File: src/rtl/gpio_irq_detect.sv
// gpio_irq_detect: input-side GPIO conditioning between the pads and the GPIO register file.
// Each pin is synchronised, glitch-filtered, then checked for level/edge events. Events
// set sticky pending bits, and the OR of those bits drives a registered interrupt line.
//
// Ports:
//   clk, rst_n      system clock, asynchronous active-low reset
//   gpio_in         raw pad inputs (asynchronous to clk)
//   filter_cycles   glitch filter length, shared by all pins
//   irq_en          per-pin interrupt enable
//   irq_type        per-pin type, 2 bits per pin:
//                   00 level low, 01 level high, 10 falling, 11 rising
//   clr_valid       one-cycle strobe that clears the status bits selected by clr_mask
//   clr_mask        status bits to clear
//   gpio_sync       filtered pin values
//   irq_status      sticky pending bits
//   irq_o           registered OR of irq_status
module gpio_irq_detect #(
    parameter int unsigned NUM_GPIO    = 32,
    parameter int unsigned SYNC_STAGES = 2,
    parameter int unsigned FILTER_W    = 4
) (
    input  logic                  clk,
    input  logic                  rst_n,
    input  logic [NUM_GPIO-1:0]   gpio_in,
    input  logic [FILTER_W-1:0]   filter_cycles,
    input  logic [NUM_GPIO-1:0]   irq_en,
    input  logic [2*NUM_GPIO-1:0] irq_type,
    input  logic                  clr_valid,
    input  logic [NUM_GPIO-1:0]   clr_mask,
    output logic [NUM_GPIO-1:0]   gpio_sync,
    output logic [NUM_GPIO-1:0]   irq_status,
    output logic                  irq_o
);

    typedef enum logic {StInit, StRun} state_e;

    // INIT runs for SYNC_STAGES+1 cycles: the counter walks 0..SYNC_STAGES.
    localparam logic [2:0] InitLast = 3'(SYNC_STAGES);

    state_e              r_state, w_state_next;
    logic [2:0]          r_init_cnt, w_init_cnt_next;
    logic [NUM_GPIO-1:0] r_sync [SYNC_STAGES];
    logic [NUM_GPIO-1:0] r_prev;
    logic [FILTER_W-1:0] r_cnt [NUM_GPIO];
    logic [FILTER_W-1:0] w_cnt_next [NUM_GPIO];
    logic [NUM_GPIO-1:0] w_sync;
    logic [NUM_GPIO-1:0] w_gpio_sync_next;
    logic [NUM_GPIO-1:0] w_prev_next;
    logic [NUM_GPIO-1:0] w_ev;
    logic [NUM_GPIO-1:0] w_set;
    logic [NUM_GPIO-1:0] w_clr;
    logic                w_init;

    assign w_sync = r_sync[SYNC_STAGES-1];
    assign w_init = (r_state == StInit);

    // Synchroniser chain
    always_ff @(posedge clk or negedge rst_n) begin
        if (!rst_n) begin
            for (int unsigned s = 0; s < SYNC_STAGES; s++) begin
                r_sync[s] <= '0;
            end
        end else begin
            r_sync[0] <= gpio_in;
            for (int unsigned s = 1; s < SYNC_STAGES; s++) begin
                r_sync[s] <= r_sync[s-1];
            end
        end
    end

    // Control FSM: state register
    always_ff @(posedge clk or negedge rst_n) begin
        if (!rst_n) begin
            r_state    <= StInit;
            r_init_cnt <= '0;
        end else begin
            r_state    <= w_state_next;
            r_init_cnt <= w_init_cnt_next;
        end
    end

    // Control FSM: next state. RUN is only left through reset.
    always_comb begin
        w_state_next    = r_state;
        w_init_cnt_next = r_init_cnt;
        unique case (r_state)
            StInit: begin
                if (r_init_cnt == InitLast) begin
                    w_state_next = StRun;
                end else begin
                    w_init_cnt_next = r_init_cnt + 3'd1;
                end
            end
            StRun: begin
                w_state_next = StRun;
            end
        endcase
    end

    // Glitch filter and event selection
    always_comb begin
        w_gpio_sync_next = gpio_sync;
        w_prev_next      = gpio_sync;
        w_ev             = '0;
        for (int unsigned i = 0; i < NUM_GPIO; i++) begin
            w_cnt_next[i] = r_cnt[i];
        end

        if (w_init) begin
            // Preload from the synchroniser so idle pad levels never look like edges.
            w_gpio_sync_next = w_sync;
            w_prev_next      = w_sync;
            for (int unsigned i = 0; i < NUM_GPIO; i++) begin
                w_cnt_next[i] = '0;
            end
        end else begin
            for (int unsigned i = 0; i < NUM_GPIO; i++) begin
                if (w_sync[i] == gpio_sync[i]) begin
                    w_cnt_next[i] = '0;
                end else if (r_cnt[i] == filter_cycles) begin
                    w_gpio_sync_next[i] = w_sync[i];
                    w_cnt_next[i]       = '0;
                end else begin
                    w_cnt_next[i] = r_cnt[i] + 1'b1;
                end

                unique case (irq_type[2*i +: 2])
                    2'b00: w_ev[i] = ~gpio_sync[i];
                    2'b01: w_ev[i] = gpio_sync[i];
                    2'b10: w_ev[i] = r_prev[i] & ~gpio_sync[i];
                    2'b11: w_ev[i] = ~r_prev[i] & gpio_sync[i];
                endcase
            end
        end
    end

    assign w_set = w_ev & irq_en;
    assign w_clr = clr_valid ? clr_mask : '0;

    // Pin state, filter counters, status and interrupt
    always_ff @(posedge clk or negedge rst_n) begin
        if (!rst_n) begin
            gpio_sync  <= '0;
            r_prev     <= '0;
            irq_status <= '0;
            irq_o      <= 1'b0;
            for (int unsigned i = 0; i < NUM_GPIO; i++) begin
                r_cnt[i] <= '0;
            end
        end else begin
            gpio_sync  <= w_gpio_sync_next;
            r_prev     <= w_prev_next;
            // Set is OR-ed last so it wins over a clear on the same bit.
            irq_status <= (irq_status & ~w_clr) | w_set;
            irq_o      <= |irq_status;
            for (int unsigned i = 0; i < NUM_GPIO; i++) begin
                r_cnt[i] <= w_cnt_next[i];
            end
        end
    end

endmodule

File: config.mk
export PLATFORM = sky130hd
export DESIGN_NAME = gpio_irq_detect
export DESIGN_NICKNAME = d
export VERILOG_FILES = /design/src/rtl/gpio_irq_detect.sv
export SDC_FILE = /design/constraint.sdc
export NUM_CORES = 1
export LEC_CHECK = 0
export BUFFER_PORTS_ARGS = -buffer_cell sky130_fd_sc_hd__clkbuf_2
export CAP_MARGIN = 20
export CORE_MARGIN = 10
export CORE_UTILIZATION = 40
export CTS_BUF_LIST = sky130_fd_sc_hd__clkbuf_4 sky130_fd_sc_hd__clkbuf_8
export DETAILED_ROUTE_END_ITERATION = 10
export HOLD_SLACK_MARGIN = 0.1
export MAX_ROUTING_LAYER = met4
export PLACE_DENSITY = 0.64
export SLEW_MARGIN = 5
export SYNTH_ARGS = -nofsm -noshare
export SYNTH_HDL_FRONTEND = slang
export SYNTH_SLANG_ARGS = --single-unit
File: constraint.sdc
create_clock -name clk -period 1.8 [get_ports clk]
set_clock_uncertainty 0.15 [all_clocks]
set_input_delay 0.45 -clock clk [delete_from_list [all_inputs] [get_ports clk]]
set_output_delay 0.45 -clock clk [all_outputs]
set_load 0.02 [all_outputs]
==> impl_metrics.csv, run 1 <==
group,metric,value,unit
grt,grt_usage,17.2,%
yosys,synth_flop_cell,"dfrtp_1",
yosys,synth_area_per_cell,13.3,um^2
yosys,synth_top_area_cell,"dfrtp_1",
placement,dp_cells,1768,
setup_path,cp_num_buf_inv,1,
grt,met2_usage,28.6,%
yosys,syn_nets,1251,
route,num_vias,9904,
cts,path_clk_slew,0.06,ns
sta,period_needed,1.76,ns
cells_and_area,final_nets,1707,
setup_path,required,1.20,ns
flow_run,drv_cap,0,
sta,setup_viol,0,
sta,drv_slew,0,
placement,post-place-ws,-0.196,ns
setup_path,cp_top_family,"flip-flops",
sta,worst_pin_slew,0.442,ns
sta,max_freq,568,MHz
cells_and_area,layout.cells.non_filler,2008,
setup_path,cp.depth,1,
yosys,synth_edf_count,0,
yosys,ys_warn_count,0,
yosys,synthCells,1050,
setup_path,cp-end-kind,"output pin",
route,ant_nets,0,
setup_path,criticalPathCategory,"register to output pin",
setup_path,cp_data_arrival_time,1.16,ns
route,vias_per_cell,4.93,
floorplanning,pin_count,232,
grt,antenna_found_initial,2,
cells_and_area,regArea,7380,um^2
setup_path,start_kind,"register",
cts,clock_latency,0.56,ns
sta,whs,0.175,ns
grt,grt_pass1_vias,10900,
setup_path,r2r_start,"irq_status[14]$_DFF_PN0_",
route,wire_per_inst,17.9,um
route,remaining_drc_errors,0,
yosys,async_flop_share,100,%
cts,cts_buffers,53,
worst_hold_path,worst_hold_path_type,"primary input to asynchronous set/reset pin",
floorplanning,die_y,207,um
sta,rsz0062_at_grt,"true",
cells_and_area,area_growth_syn_to_layout,37.4,%
setup_path,r2r_cells,4,
grt,grt_overflow,0,
grt,top_usage_layer,"met2",
floorplanning,dieArea,42700,um^2
setup_path,crit_start,"gpio_sync[5]$_DFFE_PN0P_",
yosys,yosys-top-cells-count,"dfrtp_1 (293), xor2_1 (160), nor3_1 (96)",
grt,use_met1,20.4,%
sta,finalWorstSetupSlack,0.0405,ns
floorplanning,core_area,34500,um^2
cts,tritoncts,"yes",
cells_and_area,fillCellCount,2870,
cells_and_area,drive_gt1_share,38.6,%
setup_path,worstSetupEndpoint,"gpio_sync[5]",
yosys,yosysMostFrequentCell,"dfrtp_1",
yosys,ys_seq_area_share,52.6,%
floorplanning,rows,68,
cells_and_area,final_util,55.6,%
setup_path,reg2reg_to,"irq_o$_DFF_PN0_",
placement,gp_congestion,0.794,
route,dr.pass1.iters,5,
placement,dpl.hpwl,23800,um
setup_path,crit_fanout,2,
setup_path,slowest_stage,"dfrtp_2",
power_and_ir_drop,power.total,27300,uW
sta,hold_violations,0,
cts,clock-sinks,293,
floorplanning,start_util,40.5,%
sta,period_share,97.8,%
power_and_ir_drop,power.density,1430,nW/um^2
yosys,synth_top_cell_area_share,52.6,%
cells_and_area,multi_input_area,6650,um^2
cts,cts_root_buf,"clkbuf_8",
grt,grt_pass1_wl,57000,um
grt,use_met3,2.98,%
setup_path,crit_path_max_incr_delay,0.43,ns
cts,htree_levels,2,
placement,numPortBuffers,231,
outcome,status,"finished, final reports clean",
route,wirelength,35900,um
route,drtIter0Drc,481,
yosys,synthTopCellsByArea,"dfrtp_1 (53%), xor2_1 (10%), o41ai_4 (6.3%)",
setup_path,r2r_slack,0.08,ns
cts,clk_path_buf_depth,3,
yosys,synth_seq_cells,293,
setup_path,path_cells,"clkbuf_4",
yosys,synth_area,13900,um^2
yosys,ys_types,31,
sta,max_slew_margin,70.5,%
floorplanning,die_x,207,um
power_and_ir_drop,ir_worst_vdd,0.773,mV
grt,grt_max_degree,70,
power_and_ir_drop,power.leakage,0.00911,uW
flip-flops by register name, summed over array words and instances, names as in the netlist:
name / count
gpio_sync: 32
irq_o: 1
irq_status: 32
r_cnt: 128
r_init_cnt: 3
r_prev: 32
r_state: 1
r_sync: 32
w_sync: 32
cell type report:
type	count	area share [%]
flip-flops and latches	293	38.5
multi-input cells	722	34.7
repair buffers	431	17.1
clock buffers	92	6.12
well taps	455	2.97
clock inverters	7	0.457
inverters	5	0.0979
diodes	3	0.0392
layer usage:
metal / wire [um] / part of all wire (%)
met2: 18400 / 51
met5: 0 / 0
met4: 1170 / 3.3
met1: 14800 / 41
met3: 1440 / 4.0
stage by stage:
stage                     area, um^2  TNS, ns
final                          19200        0
after global routing           19200  -0.0176
after CTS                      19100  -0.0185
after detailed placement       16400   -16.19
after global placement         16400   -13.13
after floorplan                14300    -3.58
how the worst min path moves through the flow:
| stage | startpoint | to | slack (ns) |
|---|---|---|---|
| 6_report | rst_n | r_prev[30]$_DFF_PN0_ | 0.18 |
| 3_5_place_dp | rst_n | r_prev[30]$_DFF_PN0_ | 0.17 |
| 2_1_floorplan | rst_n | gpio_sync[0]$_DFFE_PN0P_ | 0.004 |
| 5_1_grt | irq_type[59] | irq_status[29]$_DFF_PN0_ | 0.17 |
| 4_1_cts | rst_n | r_prev[30]$_DFF_PN0_ | 0.14 |
| 3_3_place_gp | rst_n | gpio_sync[30]$_DFFE_PN0P_ | 0.17 |
power breakdown:
part           leakage [uW]  total [uW]  internal [uW]  switching, uW
registers           0.00361       10400           8610           1800
clock network      0.000667        7100           4360           2740
logic               0.00483        9830           4930           4900
total               0.00911       27300          17900           9440
placed cells by master, fill, tap and decap left out, types with 29 or more instances in the layout:
master,synthesis,routed
dfrtp_1,293,259
clkbuf_2,0,190
xor2_1,160,124
dlygate4sd3_1,0,97
nor3_1,96,96
buf_4,3,86
clkbuf_8,0,79
xnor2_1,66,66
clkbuf_4,0,38
xor2_2,0,36
ha_1,34,34
dfrtp_2,0,33
o41ai_4,32,32
nor3b_1,32,32
nand3_1,32,32
a21boi_0,32,32
nand2b_1,32,32
nor2_1,32,32
a22o_1,32,32
nand2_1,32,32
a32o_1,32,32
mux2_2,32,32
mux2_4,29,29
logic make-up (layout without fill, tap and decap cells):
logic type                 count (synthesis)  in the layout  synth area share (%)
AOI/OAI and AO/OA                        130            130                  12.4
xor gates and xnor gates                 226            226                  14.2
adders and majority gates                 34             34                  3.05
buffers and inverters                     35            535                  1.74
DFF                                      293            293                  52.6
muxes                                     65             65                  6.02
other                                      0              3                     0
and+or+nand+nor                          267            267                  9.97
timing repair:
action,CTS,global route
hold buffers,97,0
setup buffers,38,3
gates resized for setup,62,27
endpoints found under the setup margin,37,17
endpoints found under the hold margin,357,0
pin swaps,0,1
(Power assumes the default switching activity.)
==> inputs of run 2 (changes only) <==
--- a/config.mk
+++ b/config.mk
@@ -5,6 +5,7 @@
 export SDC_FILE = /design/constraint.sdc
 export NUM_CORES = 1
 export LEC_CHECK = 0
+export ABC_AREA = 0
 export BUFFER_PORTS_ARGS = -buffer_cell sky130_fd_sc_hd__clkbuf_2
 export CAP_MARGIN = 20
 export CORE_MARGIN = 10
@@ -13,8 +14,8 @@
 export DETAILED_ROUTE_END_ITERATION = 10
 export HOLD_SLACK_MARGIN = 0.1
 export MAX_ROUTING_LAYER = met4
-export PLACE_DENSITY = 0.64
-export SLEW_MARGIN = 5
+export PLACE_DENSITY = 0.66
+export SLEW_MARGIN = 10
 export SYNTH_ARGS = -nofsm -noshare
 export SYNTH_HDL_FRONTEND = slang
 export SYNTH_SLANG_ARGS = --single-unit
==> constraint.sdc (replaced) <==
create_clock -name clk -period 1.5 [get_ports clk]
set_clock_uncertainty 0.15 [all_clocks]
set_input_delay 0.375 -clock clk [delete_from_list [all_inputs] [get_ports clk]]
set_output_delay 0.375 -clock clk [all_outputs]
set_load 0.02 [all_outputs]
==> run 2 against run 1 <==
Compared with the run above: the flow now finishes with violations (negative setup slack); cell count is 10% higher; non-clock buffer count is 218 higher; die area did not move; clock-buffer cell count shrank 13; sequential share of layout area shrank 5.3 points; hold slack worse by 0.072 ns; worst setup slack worse by 0.32 ns; critical endpoint is now irq_status[7]; highest routed layer unchanged.
==> impl_metrics.csv, run 2 (same netlist as run 1, synthesis figures left out) <==
group,metric,value,unit
cells_and_area,mostFrequentLayoutCells,"buf_4 (263), dfrtp_1 (260), clkbuf_2 (164)",
sta,max_freq,563,MHz
route,vias_per_cell,5.02,
cts,path_clk_slew,0.06,ns
sta,max_slew_margin,55.9,%
cells_and_area,stdcell_area,22200,um^2
sta,finalWorstSetupSlack,-0.276,ns
route,dr.pass1.iters,5,
cells_and_area,final_common_cell,"buf_4",
setup_path,cp_data_arrival_time,1.25,ns
sta,period_share,118,%
sta,worst_pin_slew,0.662,ns
power_and_ir_drop,power.total,37900,uW
worst_hold_path,worst_hold_path_type,"primary input to asynchronous set/reset pin",
placement,placedInstanceArea,17400,um^2
placement,numPortBuffers,231,
setup_path,start_kind,"register",
power_and_ir_drop,power.density,1710,nW/um^2
cells_and_area,top_register,"r_cnt",
flow_run,drv_cap,0,
outcome,status,"finished with violations",
sta,drv_slew,0,
floorplanning,die_y,207,um
grt,grt_usage,20.1,%
floorplanning,die_x,207,um
floorplanning,dieArea,42700,um^2
cts,clock_latency,0.56,ns
setup_path,required,0.97,ns
sta,rsz0062_at_grt,"true",
grt,grt_max_degree,59,
placement,gp_congestion,0.816,
grt,grt_pass1_vias,12500,
cts,cts_buffers,50,
placement,post-place-ws,-0.405,ns
route,ant_nets,0,
cts,clk_path_buf_depth,3,
grt,met2_usage,34.1,%
setup_path,r2r_start,"irq_status[23]$_DFF_PN0_",
floorplanning,core_area,34500,um^2
placement,dpl.hpwl,25300,um
route,wire_per_inst,19.9,um
floorplanning,start_util,40.5,%
floorplanning,pin_count,232,
cts,cts_root_buf,"clkbuf_8",
route,num_vias,11100,
setup_path,crit_start,"irq_status[7]$_DFF_PN0_",
sta,hold_violations,0,
cells_and_area,area_growth_syn_to_layout,59.3,%
cells_and_area,final_nets,1922,
cells_and_area,largest_reg_flops,128,
outcome,violations,"negative setup slack",
route,remaining_drc_errors,0,
setup_path,criticalPathCategory,"register to output pin",
grt,grt_pass1_wl,66300,um
sta,setup_viol,174,
grt,use_met1,23.2,%
power_and_ir_drop,ir_worst_vdd,1.04,mV
cts,clock-sinks,293,
setup_path,cp-end-kind,"output pin",
cells_and_area,fillCellCount,2400,
floorplanning,rows,68,
cts,htree_levels,2,
grt,use_met3,3.25,%
grt,grt_overflow,0,
grt,top_usage_layer,"met2",
power_and_ir_drop,power.leakage,0.0106,uW
grt,antenna_found_initial,2,
setup_path,crit_fanout,2,
cts,tritoncts,"yes",
route,wirelength,44000,um
route,drtIter0Drc,496,
sta,period_needed,1.78,ns
cells_and_area,drive_gt1_share,53.9,%
-- run 2: critical path: stages, from the launching register on --
cell,delay (ns)
dfrtp_1,0.43
buf_6,0.14
buf_8,0.12
-- run 2: worst paths after layout --
check	end	slack, ns	cells after the start
min in group clk	irq_status[9]$_DFF_PN0_	0.12	4
worst max-delay path	irq_status[7]	-0.28	2
max in group asynchronous	r_cnt[31]$_DFF_PN0_	0.15	3
worst min-delay path	irq_o$_DFF_PN0_	0.10	2
worst max register to register	irq_o$_DFF_PN0_	-0.27	5
worst min register to register	w_sync[6]$_DFF_PN0_	0.18	0
-- run 2: timing repair --
item | 4_1_cts | 5_1_grt
resized for setup | 220 | 177
hold buffers | 104 | 0
gates cloned | 2 | 4
setup endpoints to repair | 216 | 252
hold endpoints to repair | 357 | 0
buffers inserted | 92 | 38
pin swaps | 45 | 71
-- run 2: stage by stage --
stage / hold WS (ns) / cells / util [%] / setup TNS (ns)
after global placement: 0.102 / 1887 / 50.4 / -48.05
after detailed placement: 0.0997 / 1887 / 50.4 / -51.13
after CTS: 0.100 / 2170 / 61.3 / -18.29
after global routing: 0.0945 / 2211 / 64.4 / -24.76
final: 0.103 / 2212 / 64.4 / -14.94
after floorplan: -0.0706 / 1050 / - / -23.11
-- run 2: metal layers --
metal / part of all wire (%) / up-vias
met5: 0 / -
met4: 5.1 / 0
met3: 4.6 / 165
met2: 51 / 356
met1: 39 / 5515
li1: - / 5062
-- run 2: layout make-up --
class                   count  area (um^2)  area share, %
well taps                 455          569           2.56
clock inverters             6         32.5          0.146
multi-input cells         722         7500           33.8
diodes                      3         7.51         0.0338
clock buffers              79          993           4.47
flip-flops and latches    293         7380           33.2
repair buffers            649         5710           25.7
inverters                   5         18.8         0.0845
-- run 2: power breakdown --
group          internal [uW]  total, uW  switching [uW]
Clock                   4170       7370            3200
Combinational           9950      18100            8140
Sequential             10300      12400            2090
Total                  24400      37900           13400
